File: src/rtl/rv32_pkg.sv
// Shared RV32IM definitions: bubble instruction, major opcodes and the fetch FSM encoding.
package rv32_pkg;

   localparam logic [31:0] NOP_INSTR = 32'h0000_0013;

   localparam logic [6:0] OP_R      = 7'b0110011;
   localparam logic [6:0] OP_LOAD   = 7'b0000011;
   localparam logic [6:0] OP_IMM    = 7'b0010011;
   localparam logic [6:0] OP_STORE  = 7'b0100011;
   localparam logic [6:0] OP_BRANCH = 7'b1100011;
   localparam logic [6:0] OP_JAL    = 7'b1101111;
   localparam logic [6:0] OP_JALR   = 7'b1100111;
   localparam logic [6:0] OP_LUI    = 7'b0110111;
   localparam logic [6:0] OP_AUIPC  = 7'b0010111;

   typedef enum logic [1:0] {
      S_INIT    = 2'd0,
      S_FETCH   = 2'd1,
      S_DISCARD = 2'd2
   } fetch_state_e;

   // Instruction fetches are word aligned; stray low address bits are dropped.
   function automatic logic [31:0] alignWord(input logic [31:0] addr);
      return {addr[31:2], 2'b00};
   endfunction

endpackage

File: src/rtl/if_stage_pc_unit.sv
// Program counter: reset value, redirect load with word alignment, and +4 advance.
module pc_unit
   import rv32_pkg::*;
#(
   parameter logic [31:0] RESET_PC = 32'h0000_0000
) (
   input  logic        i_clk,
   input  logic        i_reset,
   input  logic        i_load,
   input  logic [31:0] i_target,
   input  logic        i_incr,
   output logic [31:0] o_pc
);

   logic [31:0] r_pc;

   // Redirect outranks the sequential advance; the +4 wraps naturally at 2^32.
   always_ff @(posedge i_clk) begin
      if (i_reset) begin
         r_pc <= RESET_PC;
      end else if (i_load) begin
         r_pc <= alignWord(i_target);
      end else if (i_incr) begin
         r_pc <= r_pc + 32'd4;
      end
   end

   assign o_pc = r_pc;

endmodule

File: src/rtl/if_stage.sv
// Instruction-fetch stage: PC, instruction-memory requests, IF/ID register,
// one-entry stall hold buffer and redirect handling with in-flight discard.
module if_stage
   import rv32_pkg::*;
#(
   parameter logic [31:0] RESET_PC  = 32'h0000_0000,
   parameter logic [31:0] NOP_INSTR = rv32_pkg::NOP_INSTR
) (
   input  logic        i_clk,
   input  logic        i_reset,
   input  logic        i_stall,
   input  logic        i_redirect,
   input  logic [31:0] i_redirect_pc,
   input  logic        i_imem_busywait,
   input  logic [31:0] i_imem_instr,
   output logic        o_imem_read,
   output logic [31:0] o_imem_addr,
   output logic [31:0] o_ifid_pc,
   output logic [31:0] o_ifid_instr,
   output logic        o_ifid_valid,
   output logic [6:0]  o_opcode,
   output logic [2:0]  o_func3,
   output logic [6:0]  o_func7,
   output logic        o_fetch_busy
);

   fetch_state_e r_state;
   logic         r_holdFull;
   logic [31:0]  r_holdPc;
   logic [31:0]  r_holdInstr;
   logic [31:0]  r_ifidPc;
   logic [31:0]  r_ifidInstr;
   logic         r_ifidValid;
   logic [31:0]  r_discardAddr;

   logic [31:0]  w_pc;
   logic         w_fetchActive;
   logic         w_complete;
   logic         w_discarding;

   assign w_fetchActive = (r_state == S_FETCH) && !r_holdFull;
   assign w_discarding  = (r_state == S_DISCARD);
   assign w_complete    = w_fetchActive && !i_imem_busywait;

   pc_unit #(
      .RESET_PC (RESET_PC)
   ) u_pc_unit (
      .i_clk    (i_clk),
      .i_reset  (i_reset),
      .i_load   (i_redirect),
      .i_target (i_redirect_pc),
      .i_incr   (w_complete),
      .o_pc     (w_pc)
   );

   // A discarded access keeps its original address until memory finishes it.
   assign o_imem_read  = w_fetchActive || w_discarding;
   assign o_imem_addr  = w_discarding ? r_discardAddr : w_pc;
   assign o_fetch_busy = (w_fetchActive && i_imem_busywait) || w_discarding;

   always_ff @(posedge i_clk) begin
      if (i_reset) begin
         r_state       <= S_INIT;
         r_holdFull    <= 1'b0;
         r_holdPc      <= 32'd0;
         r_holdInstr   <= NOP_INSTR;
         r_ifidPc      <= 32'd0;
         r_ifidInstr   <= NOP_INSTR;
         r_ifidValid   <= 1'b0;
         r_discardAddr <= 32'd0;
      end else begin
         unique case (r_state)
            S_INIT: r_state <= S_FETCH;
            S_FETCH: begin
               if (i_redirect && w_fetchActive && i_imem_busywait) begin
                  r_state       <= S_DISCARD;
                  r_discardAddr <= w_pc;
               end
            end
            S_DISCARD: begin
               if (!i_imem_busywait) begin
                  r_state <= S_FETCH;
               end
            end
            default: r_state <= S_INIT;
         endcase

         // Redirect flushes IF/ID and the hold buffer even while stalled.
         if (i_redirect) begin
            r_ifidInstr <= NOP_INSTR;
            r_ifidValid <= 1'b0;
            r_holdFull  <= 1'b0;
         end else if (w_fetchActive) begin
            if (!i_imem_busywait) begin
               if (!i_stall) begin
                  r_ifidPc    <= w_pc;
                  r_ifidInstr <= i_imem_instr;
                  r_ifidValid <= 1'b1;
               end else begin
                  r_holdPc    <= w_pc;
                  r_holdInstr <= i_imem_instr;
                  r_holdFull  <= 1'b1;
               end
            end else if (!i_stall) begin
               r_ifidInstr <= NOP_INSTR;
               r_ifidValid <= 1'b0;
            end
         end else if (r_holdFull && (r_state == S_FETCH) && !i_stall) begin
            r_ifidPc    <= r_holdPc;
            r_ifidInstr <= r_holdInstr;
            r_ifidValid <= 1'b1;
            r_holdFull  <= 1'b0;
         end else if (w_discarding) begin
            r_ifidInstr <= NOP_INSTR;
            r_ifidValid <= 1'b0;
         end
      end
   end

   assign o_ifid_pc    = r_ifidPc;
   assign o_ifid_instr = r_ifidInstr;
   assign o_ifid_valid = r_ifidValid;
   assign o_opcode     = r_ifidInstr[6:0];
   assign o_func3      = r_ifidInstr[14:12];
   assign o_func7      = r_ifidInstr[31:25];

endmodule

File: config.mk
export PLATFORM = sky130hd
export DESIGN_NAME = if_stage
export DESIGN_NICKNAME = d
export VERILOG_FILES = /design/src/rtl/rv32_pkg.sv /design/src/rtl/if_stage_pc_unit.sv /design/src/rtl/if_stage.sv
export SDC_FILE = /design/constraint.sdc
export NUM_CORES = 1
export LEC_CHECK = 0
export CORE_MARGIN = 2
export CORE_UTILIZATION = 43
export DETAILED_ROUTE_END_ITERATION = 10
export PLACE_DENSITY = 0.7
export SLEW_MARGIN = 30
export SYNTH_ARGS = -nofsm -noshare
export SYNTH_HDL_FRONTEND = slang
export SYNTH_SLANG_ARGS = --single-unit
export TNS_END_PERCENT = 1
File: constraint.sdc
create_clock -name i_clk -period 6.5 [get_ports i_clk]
set_input_delay 1.3 -clock i_clk [delete_from_list [all_inputs] [get_ports i_clk]]
set_output_delay 1.3 -clock i_clk [all_outputs]
set_load 0.05 [all_outputs]
==> metrics.json <==
{
  "clock_transition_at_the_registers_of_the_reported_paths_ps": 70,
  "design.portCount": 185,
  "cts-buffers-inserted": 17,
  "startpoint_type": "primary input",
  "post_drt_via_cell_ratio": 5.44,
  "grt_pass1_vias": 6757,
  "synth-main-ff-cell": "dfxtp_1",
  "dp_hpwl_um": 14800,
  "yosys_register_bits": 188,
  "arrival_ps": 2890,
  "status": "complete, no violations",
  "num-nets-final": 1179,
  "final-hold-violation-count": 0,
  "post_route_cells_drive_above_1_share": 0.0784,
  "count_of_cell_types_in_the_netlist": 51,
  "timing_max_transition_violations_final": 0,
  "synth-compound-area-share": 0.167,
  "insertion_delay_ps": 430,
  "cp_num_buf_inv": 2,
  "cts_resized": 0,
  "cts_buffer_depth": 2,
  "grt.overflow.total": 0,
  "insertedDiodeCount": 0,
  "floorplan.initialDensity": 0.442,
  "timing.setup.tns_ps": 0,
  "synth_top_family_by_area": "simple AND/OR/NAND/NOR gates",
  "grt_util_met3": 0.0359,
  "rsz0062_at_grt": "no",
  "global_route.usage.total": 0.224,
  "critical-path-max-stage-delay_ps": 830,
  "reg2reg_depth": 4,
  "drc": 0,
  "post_cts_hold_buffer_count": 0,
  "layoutNonFillerInstCount": 1382,
  "final_cell_mix": "nand2_1, dfxtp_1, clkdlybuf4s50_1, a21oi_1, nor2_1",
  "gr-max-usage-layer": "met2",
  "synthAdderAreaFrac": 0.00150,
  "synth.cell_area_um2": 8330,
  "slew_headroom": 0.354,
  "grtUsageMet1": 0.321,
  "cts-htree-levels": 4,
  "ys_seq_area_frac": 0.452,
  "layout_min_cycle_time_ps": 4190,
  "root_buffer": "clkbuf_16",
  "placedCellCount": 1350,
  "fp.dieArea_um2": 20500,
  "grt_max_degree": 92,
  "antenna_left": 0,
  "synthSimpleGateAreaFrac": 0.224,
  "drtPass1Iterations": 7,
  "place_congestion": 0.813,
  "post_synth_mux_area_share": 0.0739,
  "groute.layer.met2.usage": 0.349,
  "number_of_post_cts_setup_repair_buffers": 0,
  "maxClockFrequency_mhz": 239,
  "number_of_antenna_violations_at_the_first_check_in_global_routing": 0,
  "tightestPinTransition_ps": 969,
  "layout_commonest_cell": "nand2_1",
  "slowest_stage": "clkdlybuf4s50_1",
  "path_cells": "clkdlybuf4s50_1, a21o_1, clkdlybuf4s50_1",
  "port-buffer-count": 178,
  "fillers": 1745,
  "setup.worst_path.class": "primary input to output pin",
  "critPathCaptureType": "output pin",
  "finalWirelength_um": 22900,
  "max_cap_violations": 0,
  "floorplan.die.width_um": 143,
  "cp_common_cell": "clkdlybuf4s50_1",
  "drt-initial-drc-count": 602,
  "min_delay_path_depth": 2,
  "critical_path_required_ps": 5200,
  "vdd_drop_max_mv": 0.182,
  "power-per-cell-area_nw_per_um2": 263,
  "die_height_um": 143,
  "cts_sinks": 188,
  "path_depth": 3,
  "tritoncts": "yes",
  "post_synth.cell_area_avg_um2": 8.17,
  "wl_per_cell_um": 16.6,
  "num_rows": 50,
  "power.leakage_nw": 3.62,
  "synthXorXnorAreaFrac": 0.0105,
  "clock-skew-final_ps": 10.0,
  "grt_pass1_wl_um": 36400,
  "core_um2": 18800,
  "area_overhead_of_the_layout_relative_to_synthesis_pct": 28.4,
  "hold_path.class": "flip-flop to flip-flop",
  "setup_viol": 0,
  "synth-warning-count": 0,
  "cp_top_family": "buffers and inverters",
  "synthCells": 1019,
  "worst-path-max-fanout": 7,
  "synthArstFlopShare": 0,
  "routed-via-count": 7519,
  "edff_count_synth": 0,
  "post-route-period-util": 0.645
}
## cell usage after synthesis, drive strengths merged, types with 8 or more instances
cell type,instances,area (um^2)
or4,8,60.1
nor3,39,200
a221oi,30,263
nand4,12,75.1
mux2i,30,300
a211oi,44,330
mux2,28,315
a21oi,99,495
nand3,15,75.1
buf,32,208
nor2,85,319
clkbuf,93,353
dfxtp,188,3760
nand2,211,792
## per-stage QoR
step	worst slack (ps)	hold slack [ps]	util	cell area [um^2]	power, W
after floorplan	3210	433	-	8340	0.00156
after global placement	2150	438	0.533	10000	0.00171
after detailed placement	2140	443	0.534	10100	0.00172
after CTS	2300	453	0.568	10700	0.00284
after global routing	2240	468	0.568	10700	0.00291
final	2310	452	0.568	10700	0.00282
## where the power goes
| part | leakage [nW] | internal, W | switching (W) |
|---|---|---|---|
| Sequential | 1.53 | 0.00119 | 0.0000498 |
| Clock | 0.311 | 0.000653 | 0.000475 |
| Combinational | 1.78 | 0.000167 | 0.000281 |
| Total | 3.62 | 0.00201 | 0.000806 |
## registers in the layout, summed over array words and instances (netlist names)
| signal | flops |
|---|---|
| r_discardAddr | 30 |
| o_ifid_valid | 1 |
| o_ifid_instr | 32 |
| u_pc_unit.o_pc | 30 |
| r_state | 2 |
| r_holdInstr | 32 |
| r_holdFull | 1 |
| r_holdPc | 30 |
| o_ifid_pc | 30 |
## final timing paths
| check | from | end | slack (ps) |
|---|---|---|---|
| worst max-delay path | i_imem_busywait | o_fetch_busy | 2310 |
| worst min-delay path | r_holdPc[11]$_SDFFE_PP0P_ | r_holdPc[11]$_SDFFE_PP0P_ | 450 |
| worst max register to register | r_state[0]$_SDFFE_PP0P_ | u_pc_unit.o_pc[28]$_SDFFE_PP0P_ | 3870 |
| worst min register to register | r_holdPc[11]$_SDFFE_PP0P_ | r_holdPc[11]$_SDFFE_PP0P_ | 450 |
## cell families after synthesis
group	Yosys count
AOI/OAI and AO/OA	213
xor gates and xnor gates	10
buffers and inverters	132
muxes	58
DFF	188
and+or+nand+nor	416
adders and majority gates	1
other	1
## worst register-to-register path, stage by stage, from the launching register on
cell and delay [ps]:
dfxtp_1 450, or4b_1 800, or3_4 560, or4_1 490
a311oi_1 240
## layer usage
layer  vias up  share of wire
li1       3738              -
met1      3494           0.46
met2       261           0.46
met3        26          0.064
met4         0          0.015
met5         -              0
## layout make-up
class	count	area, um^2	area share
clock buffers	17	425	0.0398
clock inverters	15	210	0.0196
inverters	7	26.3	0.00246
multi-input cells	702	4040	0.377
flip-flops and latches	188	3760	0.352
well taps	260	325	0.0304
repair buffers	193	1910	0.179
Power figures use the tool's default switching activity.
